**config.mk**
```make
export PLATFORM = sky130hd
export DESIGN_NAME = stdp_window_sel
export DESIGN_NICKNAME = d
export VERILOG_FILES = /design/src/rtl/stdp_window_sel.sv
export SDC_FILE = /design/constraint.sdc
export NUM_CORES = 1
export LEC_CHECK = 0
export ABC_AREA = 0
export BUFFER_PORTS_ARGS = -buffer_cell sky130_fd_sc_hd__buf_4
export CORE_MARGIN = 3
export CORE_UTILIZATION = 51
export DETAILED_ROUTE_END_ITERATION = 6
export GPL_TIMING_DRIVEN = 1
export HOLD_SLACK_MARGIN = 0.15
export PLACE_DENSITY = 0.8
export SLEW_MARGIN = 15
export SYNTH_ARGS = -nofsm -noshare
export SYNTH_HDL_FRONTEND = slang
export SYNTH_SLANG_ARGS = --single-unit
```
**constraint.sdc**
```tcl
create_clock -name clk -period 1.7 [get_ports clk]
set_input_delay 0.34 -clock clk [delete_from_list [all_inputs] [get_ports clk]]
set_output_delay 0.34 -clock clk [all_outputs]
set_load 0.005 [all_outputs]
```
**src/rtl/stdp_window_sel.sv**
```systemverilog
// Pair-based STDP unit: per-channel pre traces and a shared post trace set the pairing
// window. Each channel keeps a saturating weight and emits registered LTP/LTD/coincidence pulses.
module stdp_window_sel #(
  parameter int unsigned N_CH   = 4,
  parameter int unsigned WIN    = 8,
  parameter int unsigned W_W    = 4,
  parameter int unsigned STEP   = 1,
  parameter int unsigned W_INIT = 8
) (
  input  logic                  clk,
  input  logic                  rst,
  input  logic                  learn_en,
  input  logic [N_CH-1:0]       pre_spike,
  input  logic                  post_spike,
  output logic [N_CH-1:0]       incr,
  output logic [N_CH-1:0]       decr,
  output logic [N_CH-1:0]       sim,
  output logic                  any_update,
  output logic [N_CH*W_W-1:0]   weight
);

  localparam int unsigned    TR_W   = $clog2(WIN + 1);
  localparam logic [TR_W-1:0] WIN_LD = TR_W'(WIN);
  localparam logic [W_W:0]   W_MAX  = {1'b0, {W_W{1'b1}}};
  localparam logic [W_W:0]   STEP_X = (W_W + 1)'(STEP);
  localparam logic [W_W-1:0] W_RST  = W_W'(W_INIT);

  logic [TR_W-1:0]     pre_tr [N_CH];
  logic [TR_W-1:0]     post_tr;
  logic [N_CH-1:0]     ltp, ltd, co;
  logic [N_CH*W_W-1:0] weight_nxt;

  // A spike reloads the full window; otherwise the trace counts down to zero and rests.
  function automatic logic [TR_W-1:0] tr_next(input logic spike, input logic [TR_W-1:0] tr);
    if (spike)           return WIN_LD;
    else if (tr != '0)   return tr - TR_W'(1);
    else                 return '0;
  endfunction

  // Arithmetic is widened by one bit so the carry/borrow drives the clamp.
  function automatic logic [W_W-1:0] sat_add(input logic [W_W-1:0] w);
    logic [W_W:0] s;
    s = {1'b0, w} + STEP_X;
    return (s > W_MAX) ? W_MAX[W_W-1:0] : s[W_W-1:0];
  endfunction

  function automatic logic [W_W-1:0] sat_sub(input logic [W_W-1:0] w);
    logic [W_W:0] d;
    d = {1'b0, w} - STEP_X;
    return d[W_W] ? '0 : d[W_W-1:0];
  endfunction

  // Decisions use trace values from before this edge and the spikes sampled at it.
  // NOTE: every always_comb output gets a default first so no path leaves it unassigned (no latch).
  always_comb begin
    ltp        = '0;
    ltd        = '0;
    co         = '0;
    weight_nxt = weight;
    for (int i = 0; i < N_CH; i++) begin
      ltp[i] = post_spike & ~pre_spike[i] & (pre_tr[i] != '0);
      ltd[i] = pre_spike[i] & ~post_spike & (post_tr != '0);
      co[i]  = pre_spike[i] & post_spike;
      if (learn_en && ltp[i])
        weight_nxt[i*W_W +: W_W] = sat_add(weight[i*W_W +: W_W]);
      else if (learn_en && ltd[i])
        weight_nxt[i*W_W +: W_W] = sat_sub(weight[i*W_W +: W_W]);
    end
  end

  // NOTE: sequential state uses non-blocking assignments so every register samples pre-edge values.
  always_ff @(posedge clk or negedge rst) begin
    if (!rst) begin
      for (int i = 0; i < N_CH; i++) pre_tr[i] <= '0;
      post_tr    <= '0;
      incr       <= '0;
      decr       <= '0;
      sim        <= '0;
      any_update <= 1'b0;
      weight     <= {N_CH{W_RST}};
    end else begin
      for (int i = 0; i < N_CH; i++) pre_tr[i] <= tr_next(pre_spike[i], pre_tr[i]);
      post_tr    <= tr_next(post_spike, post_tr);
      incr       <= learn_en ? ltp : '0;
      decr       <= learn_en ? ltd : '0;
      sim        <= learn_en ? co : '0;
      any_update <= learn_en & (|(ltp | ltd));
      weight     <= weight_nxt;
    end
  end

endmodule

```
After elaboration in Yosys (flattened, before gate mapping)
Index checks and enable logic that the tools add are counted.
Widths: inputs -> output; s select.
- bits in registers: 49
- latch bits: 0
- RAM bits: 0
- ROM bits: 0
- input port bits: 8
- output and inout port bits: 29
- word-level logic and storage cells: 104
- memories kept: 0
- add/subtract/negate cells: 13
- multipliers: 0
- div/mod/pow operators: 0
- order comparisons: 4
- eq/ne operators: 0
- shift operators: 0
- multiplexer cells: 29
- bitwise gates (word level): 27
- reductions and logical operators: 18
- operators by type and width (operator ; count):
    $mux 4 ; 29
    $and 1x1->1 ; 21
    $add 4x1->5 const B ; 4
    $gt 5x4->1 const B ; 4
    $reduce_bool 4->1 ; 5
    $sub 4x1->4 const B ; 5
    $sub 4x1->5 const B ; 4
    $logic_and 1x1->1 ; 8
    $reduce_bool 2->1 ; 4
    $not 1->1 ; 5
    $or 4x4->4 ; 1
    $reduce_or 4->1 ; 1

Longest topological paths before layout
- depth in word-level cells: 6
- gate-level depth with buffers: 8
- depth with buffers taken out: 7

Worst setup path after synthesis
Ideal clock, no wire load.
- path kind: flip-flop to flip-flop
- start: register pre_tr[12] (netlist name)
- end: register weight[3]
- setup time: 81 ps
- arrival time: 1641 ps
- required time: 1619 ps
- slack: -23 ps
- cell stages (with the launch flop): 8
- buffers on the path: 1
- period minus slack after synthesis: 1723 ps
- path through: dfrtp_1 > inv_1 > ha_1 > nor3b_1 > or2_1 > clkbuf_1 > or4_1 > o211ai_1
- word-level cells in the longest chain between the ends: 4
- elaborated cells on any way between the ends: 5
- classes of those cells: mux: 1; bitwise: 1; reduce/logical: 3
- RTL lines (item ; RTL line ; text):
    start, declared ; 28 ; logic [TR_W-1:0] pre_tr [N_CH];
    $reduce_bool 4->1 * ; 61 ; ltp[i] = post_spike & ~pre_spike[i] & (pre_tr[i] != '0);
    $and 1x1->1 * ; 61 ;
    $logic_and 1x1->1 * ; 64 ; if (learn_en && ltp[i])
    $mux 4 or $reduce_bool 2->1 (tied branches) ; - ;
    end signal, assigned ; 80 ; weight <= {N_CH{W_RST}};
    end signal, assigned ; 88 ; weight <= weight_nxt;
    end, declared ; 19 ; output logic [N_CH*W_W-1:0] weight
Every way passes the cells marked *; elsewhere a longest branch is shown, timed or not.
A chain may end at the register's enable or synchronous reset.

Worst setup path in the final report
- start: register post_tr[1]
- end: register weight[15]
- word-level cells in the longest chain between the ends: 4
- RTL lines (item ; RTL line ; text):
    start, declared ; 29 ; logic [TR_W-1:0] post_tr;
    start signal, assigned ; 83 ; post_tr <= tr_next(post_spike, post_tr);
    $reduce_bool 4->1 ; 62 ; ltd[i] = pre_spike[i] & ~post_spike & (post_tr != '0);
    $and 1x1->1 ; 62 ;
    $logic_and 1x1->1 ; 66 ; else if (learn_en && ltd[i])
    $reduce_bool 2->1 (no line) ; - ;
Every way passes these cells.

==> flow_summary.json <==
{
  "violations": "setup timing",
  "core_area_um2": 4560,
  "cts_tree": "built",
  "dp.final_hpwl_um": 3740,
  "cp.required_ns": 1.92,
  "yosys_register_bits": 49,
  "yosysUniqueCellTypes": 50,
  "synth_async_sr_flop_share_pct": 100,
  "min_to": "pre_tr[7]$_DFF_PN0_",
  "relSlewSlack_pct": 59.1,
  "power_per_cell_area_nw_per_um2": 1580,
  "yosys.area.top_type": "dfrtp_1",
  "final_core_util_pct": 72.1,
  "areaGrowthSynthToFinish_pct": 30.8,
  "p_leak_nw": 1.53,
  "peakVddDrop_mv": 0.814,
  "netlist.area_leader.share_pct": 44.8,
  "synth_ff_type": "dfrtp_1",
  "reg2reg_to": "weight[15]$_DFFE_PN1P_",
  "synth_edf_count": 0,
  "fillers": 331,
  "avgRoutedWirePerCell_um": 15.6,
  "port-buffer-count": 36,
  "power_w": 0.00519,
  "multi_input_area_um2": 1310,
  "cts_buffers": 5,
  "status": "complete, but fails checks",
  "rrSetupSlack_ns": -0.003,
  "grt_pass1_vias": 2036,
  "drive_gt1_share_pct": 35.8,
  "hold_class": "in2reg",
  "antenna_found_initial": 0,
  "synth_cells": 243,
  "n_antenna_cell": 0,
  "finalNetCount": 327,
  "place_area_um2": 2990,
  "reg2reg_depth": 7,
  "gp_congestion": 0.873,
  "syn_area_um2": 2520,
  "synth_most_common_cell": "dfrtp_1",
  "cts.reportedPaths.clkPinSlew_ns": 0.09,
  "routed_via_density": 5.66,
  "critPathMaxFanout": 8,
  "die_area_um2": 5810,
  "clock.fmax_mhz": 587,
  "setup_viol_count_final": 1,
  "syn_avg_cell_area_um2": 10.4,
  "initial_core_util_pct": 55.1,
  "drc": 0,
  "drt-total-wl_um": 5740,
  "numClockSinks": 49,
  "hold_depth": 2,
  "fp.dieH_um": 76.2,
  "die_x_um": 76.2,
  "regArea_um2": 1230,
  "fin_skew_ns": 0.00541,
  "holdWs_ns": 0.289,
  "synthTopCellsByCount": "dfrtp_1 (45), inv_1 (26), ha_1 (18)",
  "synth_fp_nets": 269,
  "final_max_slew_viol_count": 0,
  "core.rowCount": 24,
  "yosys_warnings": 0,
  "grt-ovfl-total": 0,
  "root_buffer": "clkbuf_8",
  "grt_pass1_wl_um": 9320,
  "crit_path_end_kind": "flip-flop",
  "clk_latency_ns": 0.31,
  "post-route-min-period_ns": 1.70,
  "setup_ws_ns": -0.00349,
  "timing.rr.start": "post_tr[1]$_DFF_PN0_",
  "vias": 2077,
  "tightest_slew_ns": 0.613,
  "design_area_um2": 3290,
  "drtIter0Drc": 128,
  "rsz0062_at_grt": "yes",
  "ios": 37,
  "maxCapViolations": 0,
  "drtPass1Iterations": 4,
  "ys_seq_area_share_pct": 48.9,
  "antenna_left": 0,
  "grt_use_total_pct": 19.3,
  "hold_violations": 0,
  "worstHoldStart": "pre_spike[2]",
  "synthTopCellsByArea": "dfrtp_1 (45%), ha_1 (9.0%), dfstp_2 (4.2%)",
  "period_share_pct": 100,
  "arrival_ns": 1.92,
  "crit_path_start_kind": "flip-flop",
  "htree_num_levels": 2,
  "clock_path_buffers": 2,
  "path_class": "reg2reg",
  "grt_max_degree": 50
}
==> per-stage QoR <==
step | setup TNS (ns) | worst slack (ns) | std cells
floorplan | 0 | 0.00223 | 243
global placement | -0.0698 | -0.0424 | 358
detailed placement | -0.832 | -0.129 | 358
CTS | -0.0301 | -0.0127 | 367
global route | -0.346 | -0.0635 | 367
finish | -0.00349 | -0.00349 | 367
==> flip-flops by register name, summed over array words and instances, names as in the netlist <==
signal and count:
sim 4, incr 4, pre_tr 16, any_update 1
post_tr 4, weight 16, decr 4
==> where the power goes <==
group | total [W] | internal (W) | switching (W) | leakage [nW]
clock | 0.000889 | 0.000479 | 0.000410 | 0.0574
combinational | 0.00225 | 0.00116 | 0.00109 | 0.866
sequential | 0.00205 | 0.00158 | 0.000466 | 0.604
total | 0.00519 | 0.00322 | 0.00197 | 1.53
==> timing repair <==
action / 4_1_cts / 5_1_grt
hold buffers: 1 / 0
endpoints found under the hold margin: 45 / 0
pin swaps: 4 / 20
gates resized for setup: 8 / 33
buffers inserted: 0 / 0
cloned: 0 / 0
setup endpoints to repair: 15 / 16
==> layout make-up <==
type | count | area share, %
Sequential cell | 49 | 37.5
Clock inverter | 2 | 1.14
Tap cell | 65 | 2.47
Inverter | 30 | 3.73
Timing Repair Buffer | 55 | 12.9
Multi-Input combinational cell | 160 | 39.8
Clock buffer | 6 | 2.51
==> cell usage in the layout, fill, tap and decap left out, types with 5 or more instances in the layout <==
master,n
dfrtp_1,44
a211o_1,5
or3_1,9
inv_2,7
and3_1,7
ha_1,13
xnor2_1,5
nand3_1,8
nor3_1,10
nor3b_1,5
nor2_1,17
nand4_1,5
clkbuf_8,6
inv_1,20
buf_4,52
==> worst max path at each step <==
| stage | from | endpoint | slack, ns | cells after the start |
|---|---|---|---|---|
| 2_1_floorplan | post_tr[0]$_DFF_PN0_ | weight[2]$_DFFE_PN0P_ | 0.002 | 7 |
| 3_3_place_gp | post_tr[0]$_DFF_PN0_ | weight[2]$_DFFE_PN0P_ | -0.04 | 6 |
| 3_5_place_dp | post_tr[0]$_DFF_PN0_ | weight[2]$_DFFE_PN0P_ | -0.13 | 6 |
| 4_1_cts | post_tr[0]$_DFF_PN0_ | weight[3]$_DFFE_PN1P_ | -0.01 | 6 |
| 5_1_grt | post_tr[0]$_DFF_PN0_ | weight[14]$_DFFE_PN0P_ | -0.06 | 7 |
| 6_report | post_tr[1]$_DFF_PN0_ | weight[15]$_DFFE_PN1P_ | -0.003 | 7 |
==> metal layers <==
| layer | part of all wire, % | track usage, % | vias up |
|---|---|---|---|
| met1 | 45 | 24.2 | 1013 |
| li1 | - | - | 997 |
| met5 | 0 | 0 | - |
| met4 | 1.7 | 5.98 | 0 |
| met3 | 4.6 | 4.26 | 13 |
| met2 | 48 | 33.2 | 54 |
==> worst max-delay path, cell delays in order, from the launching register on <==
cell	delay (ns)
dfrtp_1	0.40
inv_2	0.09
ha_4	0.13
or3b_4	0.46
buf_6	0.15
nand4_1	0.17
o311ai_4	0.13
o311ai_2	0.09
==> logic make-up after synthesis <==
group	share of synthesized area, %
simple gates	20.7
flops	48.9
mux	0.796
xor+xnor	1.74
compound gates	13.6
fa+ha+maj	8.95
buf+inv	5.32
(Power assumes the default switching activity.)
